`src/rtl/alu_pkg.sv`:
```
// Opcodes, request-FSM states and legal opcode range shared by the ALU and its request master.
// ALU_REQ_DIVZERO_CHECK_EN: when defined, divide-by-zero requests are rejected without reaching the ALU.
package alu_pkg;

    localparam logic [3:0] OP_ADD  = 4'b0000;
    localparam logic [3:0] OP_SUB  = 4'b0001;
    localparam logic [3:0] OP_MULT = 4'b0010;
    localparam logic [3:0] OP_DIV  = 4'b0011;
    localparam logic [3:0] OP_AND  = 4'b0100;
    localparam logic [3:0] OP_OR   = 4'b0101;
    localparam logic [3:0] OP_XOR  = 4'b0110;
    localparam logic [3:0] OP_CMP  = 4'b0111;

    // Legal opcodes are the contiguous range OP_ADD..OP_LAST_LEGAL.
    localparam logic [3:0] OP_LAST_LEGAL = OP_CMP;

`ifdef ALU_REQ_DIVZERO_CHECK_EN
    localparam bit DIVZERO_CHECK = 1'b1;
`else
    localparam bit DIVZERO_CHECK = 1'b0;
`endif

    typedef enum logic [1:0] {
        ST_IDLE  = 2'd0,
        ST_ISSUE = 2'd1,
        ST_WAIT  = 2'd2,
        ST_RESP  = 2'd3
    } state_t;

endpackage

```
`src/rtl/alu_req_master_if.sv`:
```
// Command, ALU-drive and response bundle between alu_req_master and its environment.
// master: the request master's view; slave: the command source, ALU and response consumer.
interface alu_req_master_if #(
    parameter int Width = 4
);

    logic               cmd_valid;
    logic               cmd_ready;
    logic [Width-1:0]   cmd_a;
    logic [Width-1:0]   cmd_b;
    logic [Width-1:0]   cmd_op;

    logic [Width-1:0]   alu_a;
    logic [Width-1:0]   alu_b;
    logic [Width-1:0]   alu_op;
    logic               alu_enable;
    logic [2*Width-1:0] alu_result;

    logic               rsp_valid;
    logic               rsp_ready;
    logic [2*Width-1:0] rsp_data;
    logic               rsp_err;
    logic [7:0]         done_count;

    modport master (
        input  cmd_valid, cmd_a, cmd_b, cmd_op, alu_result, rsp_ready,
        output cmd_ready, alu_a, alu_b, alu_op, alu_enable,
               rsp_valid, rsp_data, rsp_err, done_count
    );

    modport slave (
        output cmd_valid, cmd_a, cmd_b, cmd_op, alu_result, rsp_ready,
        input  cmd_ready, alu_a, alu_b, alu_op, alu_enable,
               rsp_valid, rsp_data, rsp_err, done_count
    );

endinterface

```
`src/rtl/alu_op_check.sv`:
```
// Opcode legality and divide-by-zero screen for an incoming command; purely combinational.
// Latency: 0 cycles. Backpressure: none, evaluated every cycle. ALU_REQ_DIVZERO_CHECK_EN adds div/0 rejection.
module alu_op_check
    import alu_pkg::*;
#(
    parameter int Width = 4
) (
    input  logic [Width-1:0] i_op,
    input  logic [Width-1:0] i_b,
    output logic             o_reject
);

    logic w_legal;
    logic w_div_zero;

    assign w_legal    = (i_op <= Width'(OP_LAST_LEGAL));
    assign w_div_zero = (i_op == Width'(OP_DIV)) && (i_b == '0);

    // A rejected command never reaches the ALU and is answered with an error response.
    assign o_reject = ~w_legal | (DIVZERO_CHECK & w_div_zero);

endmodule

```
`src/rtl/alu_req_master.sv`:
```
// Issues one command at a time to a registered ALU and returns its result as a held response.
// Latency: 3 cycles accept->rsp_valid (1 for rejected ops). Backpressure: response held until rsp_ready; no accept meanwhile.
module alu_req_master
    import alu_pkg::*;
#(
    parameter int Width = 4
) (
    input  logic             clk,
    input  logic             arst,
    alu_req_master_if.master bus
);

    state_t             r_state;
    state_t             w_next;
    logic [Width-1:0]   r_alu_a;
    logic [Width-1:0]   r_alu_b;
    logic [Width-1:0]   r_alu_op;
    logic [2*Width-1:0] r_rsp_data;
    logic               r_rsp_err;
    logic [7:0]         r_done_count;

    logic               w_reject;
    logic               w_accept;
    logic               w_rsp_hs;
    logic               w_cmd_ready;
    logic               w_alu_enable;
    logic               w_rsp_valid;

    alu_op_check #(
        .Width (Width)
    ) u_op_check (
        .i_op     (bus.cmd_op),
        .i_b      (bus.cmd_b),
        .o_reject (w_reject)
    );

    assign w_accept = (r_state == ST_IDLE) && bus.cmd_valid;
    assign w_rsp_hs = (r_state == ST_RESP) && bus.rsp_ready;

    always_ff @(posedge clk or negedge arst) begin
        if (!arst) begin
            r_state <= ST_IDLE;
        end else begin
            r_state <= w_next;
        end
    end

    always_comb begin
        w_next       = r_state;
        w_cmd_ready  = 1'b0;
        w_alu_enable = 1'b0;
        w_rsp_valid  = 1'b0;
        case (r_state)
            ST_IDLE: begin
                w_cmd_ready = 1'b1;
                if (bus.cmd_valid) begin
                    w_next = w_reject ? ST_RESP : ST_ISSUE;
                end
            end
            ST_ISSUE: begin
                w_alu_enable = 1'b1;
                w_next       = ST_WAIT;
            end
            ST_WAIT: begin
                w_next = ST_RESP;
            end
            ST_RESP: begin
                w_rsp_valid = 1'b1;
                if (bus.rsp_ready) begin
                    w_next = ST_IDLE;
                end
            end
            default: begin
                w_next = ST_IDLE;
            end
        endcase
    end

    always_ff @(posedge clk or negedge arst) begin
        if (!arst) begin
            r_alu_a      <= '0;
            r_alu_b      <= '0;
            r_alu_op     <= '0;
            r_rsp_data   <= '0;
            r_rsp_err    <= 1'b0;
            r_done_count <= 8'd0;
        end else begin
            if (w_accept) begin
                r_alu_a  <= bus.cmd_a;
                r_alu_b  <= bus.cmd_b;
                r_alu_op <= bus.cmd_op;
                if (w_reject) begin
                    r_rsp_data <= '0;
                    r_rsp_err  <= 1'b1;
                end
            end
            // The ALU registers its result on the ISSUE edge, so it is valid throughout WAIT.
            if (r_state == ST_WAIT) begin
                r_rsp_data <= bus.alu_result;
                r_rsp_err  <= 1'b0;
            end
            if (w_rsp_hs) begin
                r_done_count <= r_done_count + 8'd1;
            end
        end
    end

    assign bus.cmd_ready  = w_cmd_ready;
    assign bus.alu_a      = r_alu_a;
    assign bus.alu_b      = r_alu_b;
    assign bus.alu_op     = r_alu_op;
    assign bus.alu_enable = w_alu_enable;
    assign bus.rsp_valid  = w_rsp_valid;
    assign bus.rsp_data   = r_rsp_data;
    assign bus.rsp_err    = r_rsp_err;
    assign bus.done_count = r_done_count;

endmodule

```
`src/flat_wrapper.sv`:
```
// flat-port wrapper written by rule: the top's interface ports become plain ports
module alu_req_master_flat import alu_pkg::*;
#(
    parameter int Width = 4
)
  (clk, arst, bus_cmd_valid, bus_cmd_a, bus_cmd_b, bus_cmd_op, bus_alu_result, bus_rsp_ready, bus_cmd_ready, bus_alu_a, bus_alu_b, bus_alu_op, bus_alu_enable, bus_rsp_valid, bus_rsp_data, bus_rsp_err, bus_done_count);
  alu_req_master_if #(.Width(Width)) bus_i ();
  input  logic clk;
  input  logic arst;
  input wire logic [$bits(bus_i.cmd_valid)-1:0] bus_cmd_valid;
  input wire logic [$bits(bus_i.cmd_a)-1:0] bus_cmd_a;
  input wire logic [$bits(bus_i.cmd_b)-1:0] bus_cmd_b;
  input wire logic [$bits(bus_i.cmd_op)-1:0] bus_cmd_op;
  input wire logic [$bits(bus_i.alu_result)-1:0] bus_alu_result;
  input wire logic [$bits(bus_i.rsp_ready)-1:0] bus_rsp_ready;
  output wire logic [$bits(bus_i.cmd_ready)-1:0] bus_cmd_ready;
  output wire logic [$bits(bus_i.alu_a)-1:0] bus_alu_a;
  output wire logic [$bits(bus_i.alu_b)-1:0] bus_alu_b;
  output wire logic [$bits(bus_i.alu_op)-1:0] bus_alu_op;
  output wire logic [$bits(bus_i.alu_enable)-1:0] bus_alu_enable;
  output wire logic [$bits(bus_i.rsp_valid)-1:0] bus_rsp_valid;
  output wire logic [$bits(bus_i.rsp_data)-1:0] bus_rsp_data;
  output wire logic [$bits(bus_i.rsp_err)-1:0] bus_rsp_err;
  output wire logic [$bits(bus_i.done_count)-1:0] bus_done_count;
  assign bus_i.cmd_valid = bus_cmd_valid;
  assign bus_i.cmd_a = bus_cmd_a;
  assign bus_i.cmd_b = bus_cmd_b;
  assign bus_i.cmd_op = bus_cmd_op;
  assign bus_i.alu_result = bus_alu_result;
  assign bus_i.rsp_ready = bus_rsp_ready;
  assign bus_cmd_ready = bus_i.cmd_ready;
  assign bus_alu_a = bus_i.alu_a;
  assign bus_alu_b = bus_i.alu_b;
  assign bus_alu_op = bus_i.alu_op;
  assign bus_alu_enable = bus_i.alu_enable;
  assign bus_rsp_valid = bus_i.rsp_valid;
  assign bus_rsp_data = bus_i.rsp_data;
  assign bus_rsp_err = bus_i.rsp_err;
  assign bus_done_count = bus_i.done_count;
  alu_req_master #(.Width(Width)) u_core (.clk(clk), .arst(arst), .bus(bus_i));
endmodule
```
`config.mk`:
```
export PLATFORM = sky130hd
export DESIGN_NAME = alu_req_master_flat
export DESIGN_NICKNAME = d
export VERILOG_FILES = /design/src/rtl/alu_pkg.sv /design/src/rtl/alu_req_master_if.sv /design/src/rtl/alu_op_check.sv /design/src/rtl/alu_req_master.sv /design/src/flat_wrapper.sv
export SDC_FILE = /design/constraint.sdc
export NUM_CORES = 1
export LEC_CHECK = 0
export CAP_MARGIN = 10
export CORE_MARGIN = 2
export CORE_UTILIZATION = 44
export CTS_CLUSTER_DIAMETER = 80
export DETAILED_ROUTE_END_ITERATION = 7
export GPL_TIMING_DRIVEN = 0
export PLACE_DENSITY_LB_ADDON = 0.25
export SYNTH_ARGS = -nofsm -noshare
export SYNTH_HDL_FRONTEND = slang
export SYNTH_SLANG_ARGS = --single-unit
```
`constraint.sdc`:
```
create_clock -name clk -period 3.98 [get_ports clk]
set_clock_uncertainty 0.05 [all_clocks]
set_input_delay 0.796 -clock clk [delete_from_list [all_inputs] [get_ports clk]]
set_output_delay 0.796 -clock clk [all_outputs]
set_load 0.05 [all_outputs]
```
Word level (Yosys, flattened, before mapping)
Cells that the tools add are included.

storage, ports and cells
  flip-flop bits (word level) = 31
  input port bits = 24
  word-level logic and storage cells = 34

cells by class
  add/sub/neg operators = 1
  $lt $le $gt $ge = 1
  equality and inequality tests = 6
  muxes and demuxes = 13
  reductions and logical operators = 6

operators with widths
  kind                                                                   number
  8-bit 2-to-1 mux                                                       3
  8-bit by 1-bit adder with 8-bit output, second input constant          1
  2-bit case mux with 4 select lines                                     1
  1-bit 2-to-1 mux                                                       6
  2-bit 2-to-1 mux                                                       3
  2-bit == test, second input constant                                   2
  4-bit by 3-bit <= comparator with 1-bit output, second input constant  1
  2-bit != test, second input constant                                   2
  2-bit AND reduction                                                    2
  2-bit by 1-bit == test with 1-bit output, second input constant        1
  1-bit logical AND                                                      2
  2-bit logical NOT                                                      1
  2-bit by 1-bit != test with 1-bit output, second input constant        1
  2-bit nonzero test                                                     1

Depth between registers and ports, before layout
Gate-level depths: netlist of the first run.

  depth in word-level cells = 4
  mapped depth = 5
  mapped depth without buffers = 5

Cells and area by module
From an unflattened synthesis of the first run, not the netlist that was laid out.

second synthesis, totals
  cells, all modules = 90
  area, all modules = 1,322.5 um^2

by module, submodules not included
  module          times used  cells each  area each (um^2)
  alu_req_master  1           89          1,318.8
  alu_op_check    1           1           3.8

Worst setup path before layout of the first run
OpenSTA, ideal clock, no wires.

  path kind = register to output
  start point = reg u_core.r_state[0]
  end point = out bus_cmd_ready
  data arrival time = 1,009 ps
  required time = 3,134 ps
  setup slack = 2,125 ps
  stages on the path, launching flop included = 3
  cells stage by stage = dfrtp_1 inv_1 ha_1

on the way
  word-level cells in the longest chain between the ends = 2

ends and longest elaborated chain
  what                    RTL line              source
  start, declared         alu_req_master.sv:13  state_t r_state;
  start signal, assigned  alu_req_master.sv:44  r_state <= w_next;
  2-bit logical NOT       alu_req_master.sv:53  case (r_state)
  1-bit 2-to-1 mux        alu_req_master.sv:53
  end, declared           flat_wrapper.sv:16    output wire logic [$bits(bus_i.cmd_ready)-1:0] bus_cmd_ready;

No other way between the ends.

Final worst setup path of the first run
Same ends and word-level chain as after synthesis.

==> metrics.txt, run 1 <==
outcome finished clean; die footprint 3330 sq um; Worst VDD drop roughly 0.00075 V; drt total wl 2680 um; Syn-to-layout area delta 53.0%; fin. max-slew vios 0; post-synthesis mux area share 13.9%; final hold violation count 0; Synth cell types 18; switch share around half; drt via density between 5 and 6; mapped cell area approximately 1300 sq um; crit start category flip-flop; iteration-0 DRC count of the detailed router 20; Clock Path Buffers 2; standard-cell rows 19; largest net degree at the start of global routing 18; DRC viols 0; CP Max Fanout 5; CP endpoint kind output port; Register Area approximately 780 sq um; max cap viols 0; Worst Setup Path Type reg -> out; number of CTS-inserted buffers 5; Gate Count Post-Synth 91; post-CTS setup buffers 0; post-CTS resize count 0; sequential share of the synthesized area roughly 61%; GRT overflow 0; die width between 50 and 60 um; Die H 57.7 um; Pint approximately 0.96 mW; ranking of synthesized cells by area dfrtp_1 (61%), mux2_2 (12%), ha_1 (5.9%); post-synth top area share 61.1%; share of cells above drive strength 1 between 10% and 20%; total iterations of the first detailed-routing run 4; total track usage ~18%; area leader, netlist dfrtp_1; Layout Nets ~180; largest family of logic cells by synthesized area multiplexers; Logic pwr share between 60% and 70%; period utilisation layout 70.9%; number of global-route vias before repair around 960; cts hold-fix bufs 0; Avg Inst Size Synth 14.0 sq um; share of power burned in registers between 20% and 30%; core area between 2000 and 3000 sq um; utilization after layout between 70 and 80%; gpl congestion a little over 0.7; worst skew pair latency roughly 320 ps; critical path required time 3130 ps; Adder-Cell Fraction of Synth Area roughly 5.9%; Layout fillers 200; RSZ-0062 raised after global routing no; Clk pwr share 9.7%; IO Count between 50 and 60; Avg WL per Cell 14.5 um; Arr. time, crit path 1980 ps; Routed Antenna Nets 0; synthesized flop and latch total 31; wire length of the first global-routing pass 4380 um; final-report setup violation count 0; Net Count, Synth 121; Setup TNS 0 ps; DP HPWL 2040 um; yosys warns 0; Pwr Density a little under 1000 nW/um^2; compound-gate portion of the synthesized area under 10%; initial antenna violation count 0; Max-slew headroom between 40% and 50%; htree depth 2; P_sw between 0.9 and 1 mW; Ant. Diodes 0; worst slew pin tran 761 ps; clock root buffer clkbuf_4; fmax approximately 350 MHz; post-synthesis xor/xnor area fraction roughly 4.8%; post-synthesis simple-gate area fraction just over 5%; CTS tree done; Clock Sinks 31; Worst-path clk slew around 90 ps; Initial Utilization about 46%; multi-input logic area roughly 470 sq um; static leakage between 0.8 and 0.9 nW; Hold Crit Class reg -> reg; fin crit period 2820 ps; routed via count between 900 and 1000; port bufs 55
-- power by group through the flow --
stage	clock, mW	sequential, mW	combinational [mW]
after floorplan	0	0.987	0.328
after global placement	0	0.540	1.12
after detailed placement	0	0.550	1.15
after CTS	0.192	0.546	1.15
after global routing	0.211	0.564	1.19
final	0.181	0.545	1.14
-- worst max-delay path, stage by stage (launching register included) --
cell	delay (ps)
dfrtp_1	410
inv_1	140
ha_1	260
clkdlybuf4s50_1	840
-- cell usage after synthesis (all sizes together) --
cell type	count
a22o	8
xnor2	6
or3b	1
ha	6
nand2	4
nand3	1
mux2	13
dfrtp	31
clkbuf	1
nor2	4
xor2	1
buf	1
nand4	2
and4	1
a31oi	2
inv	5
mux2i	3
o22ai	1
-- flip-flops by register name, indices dropped and copies added (netlist names) --
signal	cells
u_core.bus.alu_a	4
u_core.bus.done_count	8
u_core.bus.rsp_data	8
u_core.bus.alu_op	4
u_core.r_state	2
u_core.bus.rsp_err	1
u_core.bus.alu_b	4
-- stage by stage --
stage	cells	worst slack, ps	hold WS, ps	area (sq um)	total power, mW
floorplan	91	2120	450	1270	1.32
global placement	177	1530	411	1860	1.66
detailed placement	178	1530	422	1890	1.70
CTS	185	1140	434	1940	1.89
global route	185	1040	458	1940	1.97
finish	185	1160	433	1940	1.87
-- kinds of logic after synthesis --
group / after synthesis
compound gates: 11
xor+xnor: 7
fa+ha+maj: 6
buf+inv: 7
flops: 31
mux: 16
simple gates: 13
-- metal layers --
layer	wire length, um	global-route usage (%)
met5	0	0
met4	36	7.97
met3	264	8.04
met2	1300	28.2
met1	1080	21.1
-- cell type report --
class,count,area share [%]
tap,31,2.00
clock inverter,1,0.258
timing repair buffer,56,29.7
multi-input combinational,53,24.0
sequential,31,39.9
inverter,5,0.966
buffer,2,0.451
clock buffer,6,2.64
-- path summary, 6_finish.rpt --
path / slack [ps] / to / startpoint / cells after the start
worst max-delay path: 1160 / bus_cmd_ready / u_core.r_state[0]$_DFFE_PN0P_ / 3
worst min-delay path: 430 / u_core.bus.done_count[7]$_DFFE_PN0P_ / u_core.bus.done_count[7]$_DFFE_PN0P_ / 1
worst max register to register: 2250 / u_core.bus.rsp_data[5]$_DFFE_PN0P_ / u_core.r_state[0]$_DFFE_PN0P_ / 4
worst min register to register: 430 / u_core.bus.done_count[7]$_DFFE_PN0P_ / u_core.bus.done_count[7]$_DFFE_PN0P_ / 1
max in group asynchronous: 2480 / u_core.r_state[0]$_DFFE_PN0P_ / arst / 2
min in group asynchronous: 860 / u_core.bus.done_count[5]$_DFFE_PN0P_ / arst / 1
-- cell usage in the layout, fill, tap and decap left out, drive strengths merged, types with 2 or more instances in the layout --
cell,n
clkbuf,7
mux2,13
a22o,8
nand2,4
ha,6
a31oi,2
clkdlybuf4s50,55
inv,5
dfrtp,31
mux2i,3
xnor2,6
buf,2
nor2,4
nand4,2
Note: power is estimated with default switching activity, not from simulation.
==> run 2, diff against run 1 <==
--- a/config.mk
+++ b/config.mk
@@ -7,7 +7,7 @@
 export LEC_CHECK = 0
 export CAP_MARGIN = 10
 export CORE_MARGIN = 2
-export CORE_UTILIZATION = 44
+export CORE_UTILIZATION = 41
 export CTS_CLUSTER_DIAMETER = 80
 export DETAILED_ROUTE_END_ITERATION = 7
 export GPL_TIMING_DRIVEN = 0
==> constraint.sdc (replaced) <==
create_clock -name clk -period 2.6 [get_ports clk]
set_clock_uncertainty 0.05 [all_clocks]
set_input_delay 0.52 -clock clk [delete_from_list [all_inputs] [get_ports clk]]
set_output_delay 0.52 -clock clk [all_outputs]
set_load 0.05 [all_outputs]
==> metrics.txt, run 2 (synthesis results as in run 1) <==
P_sw roughly 1.4 mW; GRT overflow 0; Worst VDD drop between 0.0006 and 0.0007 V; Clk pwr share ~8.9%; Register Area around 780 sq um; number of CTS-inserted buffers 5; Worst Setup Path Type reg -> out; worst setup margin between 200 and 250 ps; number of global-route vias before repair 944; fin crit period 2400 ps; Max-slew headroom between 30% and 40%; most common cell after layout, fill and taps aside clkdlybuf4s50_1; htree depth 2; final hold violation count 0; Clock Sinks 31; initial antenna violation count 0; switch share about half; Logic pwr share 61.7%; Arr. time, crit path roughly 1800 ps; clock root buffer clkbuf_4; drt via density 5.01; worst skew pair latency between 300 and 400 ps; Ant. Diodes 0; DRC viols 0; Layout fillers 260; IO Count 56; die footprint ~3600 sq um; RSZ-0062 raised after global routing no; port bufs 55; Pint 1.44 mW; final-report setup violation count 0; Clock Path Buffers 2; Avg WL per Cell approximately 14 um; total track usage 16.5%; CTS tree done; static leakage ~0.86 nW; fmax about 420 MHz; most frequent cells in the layout clkdlybuf4s50_1 (54), dfrtp_1 (31), mux2_2 (13); Pwr Density 1470 nW/um^2; routed via count roughly 940; drt total wl roughly 2700 um; worst slack, placed 436 ps; period utilisation layout around 90%; core area approximately 3000 sq um; standard-cell rows 20; Syn-to-layout area delta 51.9%; CP endpoint kind output port; iteration-0 DRC count of the detailed router 27; Routed Antenna Nets 0; CP Max Fanout 4; DP HPWL around 2100 um; crit start category flip-flop; gpl congestion roughly 0.73; worst slew pin tran roughly 940 ps; Layout Nets ~180; max cap viols 0; wire length of the first global-routing pass between 4000 and 5000 um; Die H about 60 um; share of cells above drive strength 1 around 14%; total iterations of the first detailed-routing run 4; critical path required time 2030 ps; Worst-path clk slew about 90 ps; Hold Crit Class reg -> reg; share of power burned in registers between 20% and 30%; multi-input logic area 467 sq um; WHS roughly 420 ps; outcome finished clean; die width approximately 60 um; fin. max-slew vios 0; Initial Utilization a little over two fifths; Setup TNS 0 ps; largest net degree at the start of global routing 21
-- run 2: cell count changes in the layout (fill, tap and decap cells not counted) --
cell,delta
buf_16,-1
buf_8,+1
clkbuf_1,+2
clkbuf_8,-1
clkdlybuf4s50_1,-1
dlymetal6s2s_1,+1
-- run 2: cell type report --
type,instances,area share (%)
repair buffers,56,29.4
multi-input cells,53,24.2
clock inverters,1,0.259
inverters,5,0.973
clock buffers,7,2.33
well taps,33,2.14
plain buffers,2,0.454
flip-flops and latches,31,40.2
-- run 2: path summary, 6_finish.rpt --
kind,startpoint,end,slack [ps],depth (start not counted)
setup / recovery,u_core.r_state[1]$_DFFE_PN0P_,bus_alu_enable,200,3
setup reg to reg,u_core.r_state[1]$_DFFE_PN0P_,u_core.bus.rsp_data[5]$_DFFE_PN0P_,870,4
hold reg to reg,u_core.bus.done_count[7]$_DFFE_PN0P_,u_core.bus.done_count[7]$_DFFE_PN0P_,420,1
max in group asynchronous,arst,u_core.bus.done_count[3]$_DFFE_PN0P_,1230,2
min in group asynchronous,arst,u_core.bus.done_count[7]$_DFFE_PN0P_,670,1
hold / removal,u_core.bus.done_count[7]$_DFFE_PN0P_,u_core.bus.done_count[7]$_DFFE_PN0P_,420,1
-- run 2: per-stage QoR --
stage / area, sq um / cells / total power [mW] / util, %
2_1_floorplan: 1270 / 91 / 2.01 / -
3_3_place_gp: 1860 / 179 / 2.55 / 62.0
3_5_place_dp: 1880 / 180 / 2.60 / 62.5
4_1_cts: 1930 / 188 / 2.86 / 64.2
5_1_grt: 1930 / 188 / 2.99 / 64.3
6_report: 1930 / 188 / 2.83 / 64.3
-- run 2: per-layer routing --
layer / global-route usage, % / vias to the layer above / routed length, um
li1: - / 447 / -
met2: 26.7 / 37 / 1360
met3: 4.98 / 6 / 180
met4: 8.57 / 0 / 55
met5: 0 / - / 0
met1: 19.7 / 451 / 1070
-- run 2: power groups by stage --
| stage | Combinational [mW] | Sequential, mW | Clock, mW |
|---|---|---|---|
| after floorplan | 0.502 | 1.51 | 0 |
| after global placement | 1.72 | 0.831 | 0 |
| after detailed placement | 1.76 | 0.844 | 0 |
| after CTS | 1.76 | 0.834 | 0.266 |
| after global routing | 1.84 | 0.862 | 0.289 |
| final | 1.74 | 0.832 | 0.252 |
-- run 2: critical path: stages, from the launching register on --
cell	delay, ps
dfrtp_1	420
inv_1	130
ha_1	160
clkdlybuf4s50_1	800
-- run 2: what timing repair did --
item | 4_1_cts | 5_1_grt
buffers inserted | 0 | 0
resized for setup | 0 | 1
endpoints found under the setup margin | 0 | 1
hold buffers | 0 | 0
==> run 3, diff against run 2 <==
--- a/config.mk
+++ b/config.mk
@@ -6,7 +6,6 @@
 export NUM_CORES = 1
 export LEC_CHECK = 0
 export CAP_MARGIN = 10
-export CORE_MARGIN = 2
 export CORE_UTILIZATION = 41
 export CTS_CLUSTER_DIAMETER = 80
 export DETAILED_ROUTE_END_ITERATION = 7
==> metrics.txt, run 3 (synthesis results as in run 1) <==
final-report setup violation count 0; number of global-route vias before repair roughly 970; Arr. time, crit path around 1800 ps; Syn-to-layout area delta 55.6%; CP peak stage delay about 800 ps; crit start category flip-flop; Worst Setup Path Type reg -> out; gpl congestion 0.720; post-route cell area roughly 2000 sq um; final hold violation count 0; drt total wl 2560 um; clock root buffer clkbuf_4; most frequent cells in the layout clkdlybuf4s50_1 (54), dfrtp_1 (31), mux2_2 (13); die footprint ~3300 sq um; Setup TNS 0 ps; port bufs 55; Slowest-stage cell, CP clkdlybuf4s50_1; htree depth 2; Die H between 50 and 60 um; critical path required time roughly 2000 ps; routed via count approximately 940; failing checks design-rule violations; outcome complete, but fails checks; iteration-0 DRC count of the detailed router 18; die width slightly below 60 um; Layout fillers ~220; worst skew pair latency ~310 ps; core area roughly 2900 sq um; Worst VDD drop approximately 0.00087 V; Worst-path clk slew about 90 ps; worst slew pin tran roughly 680 ps; Cell Area, Placed about 1900 sq um; Routed Antenna Nets 0; Layout Nets roughly 180; largest net degree at the start of global routing 23; fin crit period between 2000 and 2500 ps; share of cells above drive strength 1 between 10% and 20%; RSZ-0062 raised after global routing no; Avg WL per Cell between 10 and 15 um; Clock Sinks 31; CP cell instances inv_1, ha_1, clkdlybuf4s50_1; number of CTS-inserted buffers 5; GRT overflow 0; CP endpoint kind output port; drt via density between 5 and 6; period utilisation layout between 90% and 100%; CP Max Fanout 4; max cap viols 0; CTS tree done; most common cell after layout, fill and taps aside clkdlybuf4s50_1; initial antenna violation count 0; Max-slew headroom 54.3%; fin. max-slew vios 0; total iterations of the first detailed-routing run 5; Pwr Density about 1500 nW/um^2; multi-input logic area roughly 470 sq um; Clock Path Buffers 2; static leakage 0.881 nW; Ant. Diodes 0; DRC viols 4; fmax about 420 MHz; total track usage 16.9%; DP HPWL just under 2000 um; standard-cell rows 19; Initial Utilization about 45%; Register Area around 780 sq um; Hold Crit Class reg -> reg; IO Count 56; Power, Total roughly 3.0 mW; wire length of the first global-routing pass between 4000 and 5000 um
==> run 3: cell count changes in the layout (fill, tap and decap cells not counted), sizes merged <==
cell,before,now
bufinv,0,1
clkbuf,8,7
==> run 3: area by class of cell <==
| cell class | instances | area share, % |
|---|---|---|
| Timing Repair Buffer | 56 | 29.4 |
| Multi-Input combinational cell | 53 | 23.6 |
| Inverter | 5 | 0.950 |
| Buffer | 2 | 0.443 |
| Clock buffer | 6 | 2.60 |
| Clock inverter | 2 | 1.77 |
| Sequential cell | 31 | 39.3 |
| Tap cell | 31 | 1.96 |
==> run 3: worst paths after layout <==
check	start	to	slack (ps)	depth (start not counted)
min reg2reg	u_core.bus.done_count[7]$_DFFE_PN0P_	u_core.bus.done_count[7]$_DFFE_PN0P_	430	1
max in group asynchronous	arst	u_core.bus.done_count[2]$_DFFE_PN0P_	1490	2
min	u_core.bus.done_count[7]$_DFFE_PN0P_	u_core.bus.done_count[7]$_DFFE_PN0P_	430	1
max	u_core.r_state[1]$_DFFE_PN0P_	bus_alu_enable	220	3
min in group asynchronous	arst	u_core.bus.alu_b[2]$_DFFE_PN0P_	520	1
max reg2reg	u_core.r_state[0]$_DFFE_PN0P_	u_core.bus.alu_op[2]$_DFFE_PN0P_	910	5
==> run 3: worst max-delay path, delay by kind of cell (launching register included) <==
kind,cells,cell delay (ps)
adders and majority gates,1,160
buffers and inverters,2,930
DFF,1,410
==> run 3: power by group <==
| part | switching, mW | total [mW] | internal [mW] |
|---|---|---|---|
| sequential | 0.133 | 0.829 | 0.696 |
| combinational | 1.10 | 1.74 | 0.643 |
| clock | 0.155 | 0.382 | 0.227 |
==> run 3: what timing repair did <==
item / 4_1_cts / 5_1_grt
setup endpoints to repair: 0 / 1
gates resized for setup: 0 / 1
buffers inserted: 0 / 0
hold buffers: 0 / 0
==> run 3: metal layers <==
metal	global-route usage [%]	vias to the layer above	share of wire, %
met5	0	-	0
li1	-	442	-
met4	6.12	0	1.5
met2	29.2	35	51
met1	20.4	456	41
met3	4.69	5	7.2
==> run 3: per-stage QoR <==
stage                     setup WS [ps]  hold slack (ps)  cells  utilization [%]
after floorplan                     749              174     91                -
after global placement              432              410    177             65.2
after detailed placement            427              419    178             66.1
after CTS                          60.7              433    186             69.2
after global routing                120              445    186             69.3
final                               220              425    186             69.3
